===== src/rtl/note_phase_counter.sv =====
// Phase source for the saw generator: advances phase once every cur_div enabled cycles.
// Divisor reloads and note-offs are deferred to the 255->0 wrap so the waveform stays continuous.
module note_phase_counter #(
   parameter int unsigned DIV_WIDTH   = 16,
   parameter int unsigned PHASE_WIDTH = 8
) (
   input  logic                   clk,
   input  logic                   rst_n,
   input  logic                   enable,
   input  logic                   note_valid,
   output logic                   note_ready,
   input  logic [DIV_WIDTH-1:0]   note_div,
   output logic [PHASE_WIDTH-1:0] phase,
   output logic                   phase_step,
   output logic                   wrap,
   output logic                   busy
);

   typedef enum logic [1:0] {StIdle, StRun, StDrain} state_e;

   state_e                 state_q, state_d;
   logic [DIV_WIDTH-1:0]   cur_div_q, cur_div_d;
   logic [DIV_WIDTH-1:0]   div_cnt_q, div_cnt_d;
   logic [DIV_WIDTH-1:0]   pend_div_q, pend_div_d;
   logic                   pend_full_q, pend_full_d;
   logic [PHASE_WIDTH-1:0] phase_q, phase_d;
   logic                   step_q, step_d;
   logic                   wrap_q, wrap_d;
   logic                   accept;

   assign note_ready = !pend_full_q;
   assign accept     = note_valid && note_ready;
   assign phase      = phase_q;
   assign phase_step = step_q;
   assign wrap       = wrap_q;
   assign busy       = (state_q != StIdle);

   always_comb begin
      state_d     = state_q;
      cur_div_d   = cur_div_q;
      div_cnt_d   = div_cnt_q;
      pend_div_d  = pend_div_q;
      pend_full_d = pend_full_q;
      phase_d     = phase_q;
      step_d      = 1'b0;
      wrap_d      = 1'b0;
      unique case (state_q)
         StIdle: begin
            phase_d   = '0;
            div_cnt_d = '0;
            // A zero offered while idle is simply consumed.
            if (accept && (note_div != '0)) begin
               cur_div_d = note_div;
               state_d   = StRun;
            end
         end
         StRun, StDrain: begin
            if (accept) begin
               pend_div_d  = note_div;
               pend_full_d = 1'b1;
               if (note_div == '0) begin
                  state_d = StDrain;
               end
            end
            if (enable) begin
               if (div_cnt_q == (cur_div_q - DIV_WIDTH'(1))) begin
                  div_cnt_d = '0;
                  phase_d   = phase_q + PHASE_WIDTH'(1);
                  step_d    = 1'b1;
                  if (phase_q == '1) begin
                     wrap_d = 1'b1;
                     // Only a value already held in the slot applies at this wrap.
                     if (pend_full_q) begin
                        pend_full_d = 1'b0;
                        if (pend_div_q != '0) begin
                           cur_div_d = pend_div_q;
                        end else begin
                           cur_div_d = '0;
                           state_d   = StIdle;
                        end
                     end
                  end
               end else begin
                  div_cnt_d = div_cnt_q + DIV_WIDTH'(1);
               end
            end
         end
         default: state_d = StIdle;
      endcase
   end

   always_ff @(posedge clk or negedge rst_n) begin
      if (!rst_n) begin
         state_q     <= StIdle;
         cur_div_q   <= '0;
         div_cnt_q   <= '0;
         pend_div_q  <= '0;
         pend_full_q <= 1'b0;
         phase_q     <= '0;
         step_q      <= 1'b0;
         wrap_q      <= 1'b0;
      end else begin
         state_q     <= state_d;
         cur_div_q   <= cur_div_d;
         div_cnt_q   <= div_cnt_d;
         pend_div_q  <= pend_div_d;
         pend_full_q <= pend_full_d;
         phase_q     <= phase_d;
         step_q      <= step_d;
         wrap_q      <= wrap_d;
      end
   end

endmodule


===== config.mk =====
export PLATFORM = sky130hd
export DESIGN_NAME = note_phase_counter
export DESIGN_NICKNAME = d
export VERILOG_FILES = /design/src/rtl/note_phase_counter.sv
export SDC_FILE = /design/constraint.sdc
export NUM_CORES = 1
export LEC_CHECK = 0
export CAP_MARGIN = 20
export CORE_ASPECT_RATIO = 2
export CORE_MARGIN = 4
export CORE_UTILIZATION = 55
export CTS_BUF_LIST = sky130_fd_sc_hd__clkbuf_4
export DETAILED_ROUTE_END_ITERATION = 8
export HOLD_SLACK_MARGIN = 0.15
export PLACE_DENSITY_LB_ADDON = 0.08
export SYNTH_ARGS = -nofsm -noshare
export SYNTH_HDL_FRONTEND = slang
export SYNTH_SLANG_ARGS = --single-unit
export TNS_END_PERCENT = 5

===== constraint.sdc =====
create_clock -name clk -period 2.6 [get_ports clk]
set_input_delay 0.78 -clock clk [delete_from_list [all_inputs] [get_ports clk]]
set_output_delay 0.78 -clock clk [all_outputs]
set_load 0.02 [all_outputs]

==> results.md <==
| Result | This run | Unit |
| --- | --- | --- |
| Starting utilization of the core area | 56.25 | % |
| Post-DP HPWL | 8.108 | mm |
| Number of vias after detailed routing | 4065 | - |
| Ys async rst share | 100.0 | % |
| Final count of negative-setup-slack endpoints | 45 | - |
| Global placement routability congestion | 0.9533 | - |
| Largest fanout on the critical path | 4 | - |
| Number of inserted filler cells in the final layout | 502 | - |
| Worst Slack Setup Final | -383.2 | ps |
| Total gr overflow | 0 | - |
| Sum of routed wire length over all layers | 12.29 | mm |
| Library cells used by synthesis | 51 | - |
| Buffer depth of the longest clock path | 2 | - |
| Cells taking the most area after synthesis | sky130_fd_sc_hd__dfrtp_1 (39%), sky130_fd_sc_hd__mux2_2 (4.7%), sky130_fd_sc_hd__nand2_1 (4.1%), sky130_fd_sc_hd__xor2_1 (4.1%), sky130_fd_sc_hd__nand4_1 (3.7%) | - |
| TritonCTS Buffers | 9 | - |
| Std-Cell Core Area | 0.006887 | sq mm |
| Final critical delay including setup and external delays | 2983 | ps |
| Horizontal die dimension | 67.34 | microns |
| Antenna violation net count after detailed routing | 0 | - |
| Initial antenna violation count | 1 | - |
| Leading cell types in the layout, fill and taps excluded | sky130_fd_sc_hd__buf_4 (90), sky130_fd_sc_hd__dfrtp_1 (61), sky130_fd_sc_hd__nand2_1 (40), sky130_fd_sc_hd__clkdlybuf4s50_1 (29), sky130_fd_sc_hd__nand4_1 (23) | - |
| Number of input and output port buffers inserted | 31 | - |
| Initial drt markers | 402 | - |
| Fraction of layout cells with a size suffix above 1 | 33.64 | % |
| H-tree lvl count | 3 | - |
| Violated checks | setup timing | - |
| Post-Route Utilization | 79.03 | % |
| Post-cts hold buffer count | 0 | - |
| Hold Vio Cnt, Final | 0 | - |
| Global route hottest layer | met2 | - |
| Maximum ir drop on the vdd rail | 0.2812 | mV |
| Global-route wire length before repair | 19.21 | mm |
| Critical Path End Type | flop | - |
| # IOs | 32 | - |
| Crit Path Class | reg -> reg | - |
| Synthesized net count | 448 | - |
| Latest clock arrival within the worst-skew pair | 430 | ps |
| Max Fclk | 335.2 | MHz |
| Worst min-delay path category | in -> async | - |
| Critical path required time | 2960 | ps |
| Max-cap violations | 0 | - |
| Relative slew margins | 57.67 | % |
| Most frequent standard cell in the layout excluding fill and tap cells | sky130_fd_sc_hd__buf_4 | - |
| Setup clock skew after layout | 17.78 | ps |
| Count of unresolved DRC violations after routing | 0 | - |
| Proportion of synthesized chip area in sequential cells | 39.41 | % |
| Met1 demand-to-capacity share in global routing | 33.58 | % |
| Yosys reg bits | 61 | - |
| Count of yosys warnings during synthesis | 0 | - |
| Global Route Usage Sum | 29.67 | % |
| Net count, final | 562 | - |
| Slew at the pin closest to its max-slew limit | 635.0 | ps |
| Growth of design area from synthesis to finish | 40.50 | % |
| Die extent in y | 126.7 | microns |
| Result of the run | finished, violations left | - |
| Standard-cell row count | 43 | - |
| Clock Pin Slew Worst Setup and Hold Paths | 110 | ps |
| Number of sinks driven by the clock tree | 61 | - |
| Power density over cell area | 291.5 | mW/mm^2 |
| Count of flip-flops with a built-in enable after synthesis | 0 | - |
| Clock tree from TritonCTS | yes | - |
| Fraction of met3 tracks used by global routing | 5.226 | % |
| Met2 track demand over resource in global routing | 50.64 | % |
| Mapped cell area | 0.003874 | sq mm |
| DR WL/cell | 19.45 | microns |
| Detail-routed via count per cell | 6.432 | - |
| Vias in the first global route | 3959 | - |
| Number of pins exceeding their max-slew limit in the final report | 0 | - |
| Setup repair after global routing missed its margin | true | - |
| Average cell area after synthesis | 9.158 | sq um |
| Overall die area | 0.008531 | sq mm |
| Most used DFF post-synth | sky130_fd_sc_hd__dfrtp_1 | - |
| Top-area cell type share of the netlist area | 39.41 | % |
| Leakage power total | 2.165 | nW |
| Most area-hungry cell type in the Yosys netlist | sky130_fd_sc_hd__dfrtp_1 | - |
| Post-route setup TNS | -10170 | ps |
| Total iterations of the first detailed-routing run | 6 | - |
| Category of the worst setup path launch point | flop | - |
| Syn Inst Count | 423 | - |
| Arrival time worst endpoint | 3340 | ps |
| Final Cycle Share | 114.7 | % |
| Clock root cell | sky130_fd_sc_hd__clkbuf_4 | - |
| Largest net degree at the start of global routing | 46 | - |
kinds of logic (layout without fill, tap and decap cells):
logic type,Yosys count,after routing,share of synthesized area (%)
other,0,1,0
XOR/XNOR,31,31,7.009
adder cells (fa/ha/maj),5,5,1.615
flip-flops,61,61,39.41
buffers and inverters,42,160,4.425
multiplexers,16,16,4.651
AO/OA/AOI/OAI,74,74,13.34
AND/OR/NAND/NOR,194,194,29.55
flip-flops by register name, summed over array words and instances, names as in the netlist:
name / cells
wrap: 1
pend_full_q: 1
state_q: 2
phase_step: 1
phase: 8
pend_div_q: 16
cur_div_q: 16
div_cnt_q: 16
synthesized netlist by cell type (9+ instances only):
master and n:
sky130_fd_sc_hd__dfrtp_1 61, sky130_fd_sc_hd__nand2_1 42, sky130_fd_sc_hd__clkbuf_1 24, sky130_fd_sc_hd__nand4_1 23
sky130_fd_sc_hd__nor2_1 22, sky130_fd_sc_hd__o211ai_1 18, sky130_fd_sc_hd__xor2_1 18, sky130_fd_sc_hd__mux2_2 16
sky130_fd_sc_hd__nor4b_1 16, sky130_fd_sc_hd__nor4_1 15, sky130_fd_sc_hd__a21oi_1 14, sky130_fd_sc_hd__nor3b_1 14
sky130_fd_sc_hd__a211oi_1 13, sky130_fd_sc_hd__xnor2_1 13, sky130_fd_sc_hd__or4_1 9
final timing paths:
kind	cells past startpoint	end	from	slack, ps
hold / removal	1	div_cnt_q[12]$_DFFE_PN0P_	rst_n	350
setup / recovery	12	phase[6]$_DFFE_PN0P_	cur_div_q[0]$_DFFE_PN0P_	-380
hold reg to reg	1	phase[0]$_DFFE_PN0P_	phase[0]$_DFFE_PN0P_	560
max in group asynchronous	2	pend_div_q[3]$_DFFE_PN0P_	rst_n	1620
min in group clk	1	phase[0]$_DFFE_PN0P_	phase[0]$_DFFE_PN0P_	560
setup reg to reg	12	phase[6]$_DFFE_PN0P_	cur_div_q[0]$_DFFE_PN0P_	-380
stage by stage:
stage               setup slack [ps]  total power, W  instance area (sq um)  hold slack (ps)  std cells
floorplan                     -188.9       0.0009724                   3897            484.4        423
global placement              -356.0        0.001048                   4896            519.8        599
detailed placement            -388.4        0.001049                   4896            529.3        599
CTS                           -255.0        0.001592                   5276            358.3        628
global route                  -439.1        0.001640                   5443            395.4        632
finish                        -383.2        0.001586                   5443            351.8        632
power breakdown:
| part | switching [W] | internal [W] |
|---|---|---|
| Combinational | 0.0000344 | 0.0000472 |
| Sequential | 0 | 0.000948 |
| Clock | 0.000362 | 0.000195 |
metal layers:
| layer | vias up | part of all wire, % |
|---|---|---|
| met5 | - | 0 |
| met4 | 0 | 5.9 |
| met3 | 64 | 4.8 |
| met2 | 204 | 54 |
| met1 | 1966 | 36 |
| li1 | 1831 | - |
critical path, cell delays in order (launching register included):
cell and delay (ps):
sky130_fd_sc_hd__dfrtp_1 440, sky130_fd_sc_hd__inv_2 110, sky130_fd_sc_hd__ha_4 140, sky130_fd_sc_hd__or3b_4 400
sky130_fd_sc_hd__buf_4 160, sky130_fd_sc_hd__buf_4 140, sky130_fd_sc_hd__nor3_4 130, sky130_fd_sc_hd__o22ai_2 120
sky130_fd_sc_hd__buf_4 190, sky130_fd_sc_hd__nor3_4 170, sky130_fd_sc_hd__nand4_1 210, sky130_fd_sc_hd__or4_1 560
sky130_fd_sc_hd__a21oi_1 140
layout make-up:
type                            instances  area [sq um]  area share [%]
Inverter                               10         37.54          0.6897
Tap cell                               90         112.6           2.069
Sequential cell                        61          1526           28.05
Timing Repair Buffer                  135          1239           22.76
Clock buffer                           10         75.07           1.379
Clock inverter                          5         28.78          0.5287
Antenna cell                            1         2.502         0.04598
Multi-Input combinational cell        320          2421           44.48
repair_timing:
item | CTS | global route
pin swaps | 23 | 18
setup buffers | 11 | 3
gates cloned | 3 | 0
endpoints found under the setup margin | 46 | 45
resized for setup | 30 | 29
(Power assumes the default switching activity.)
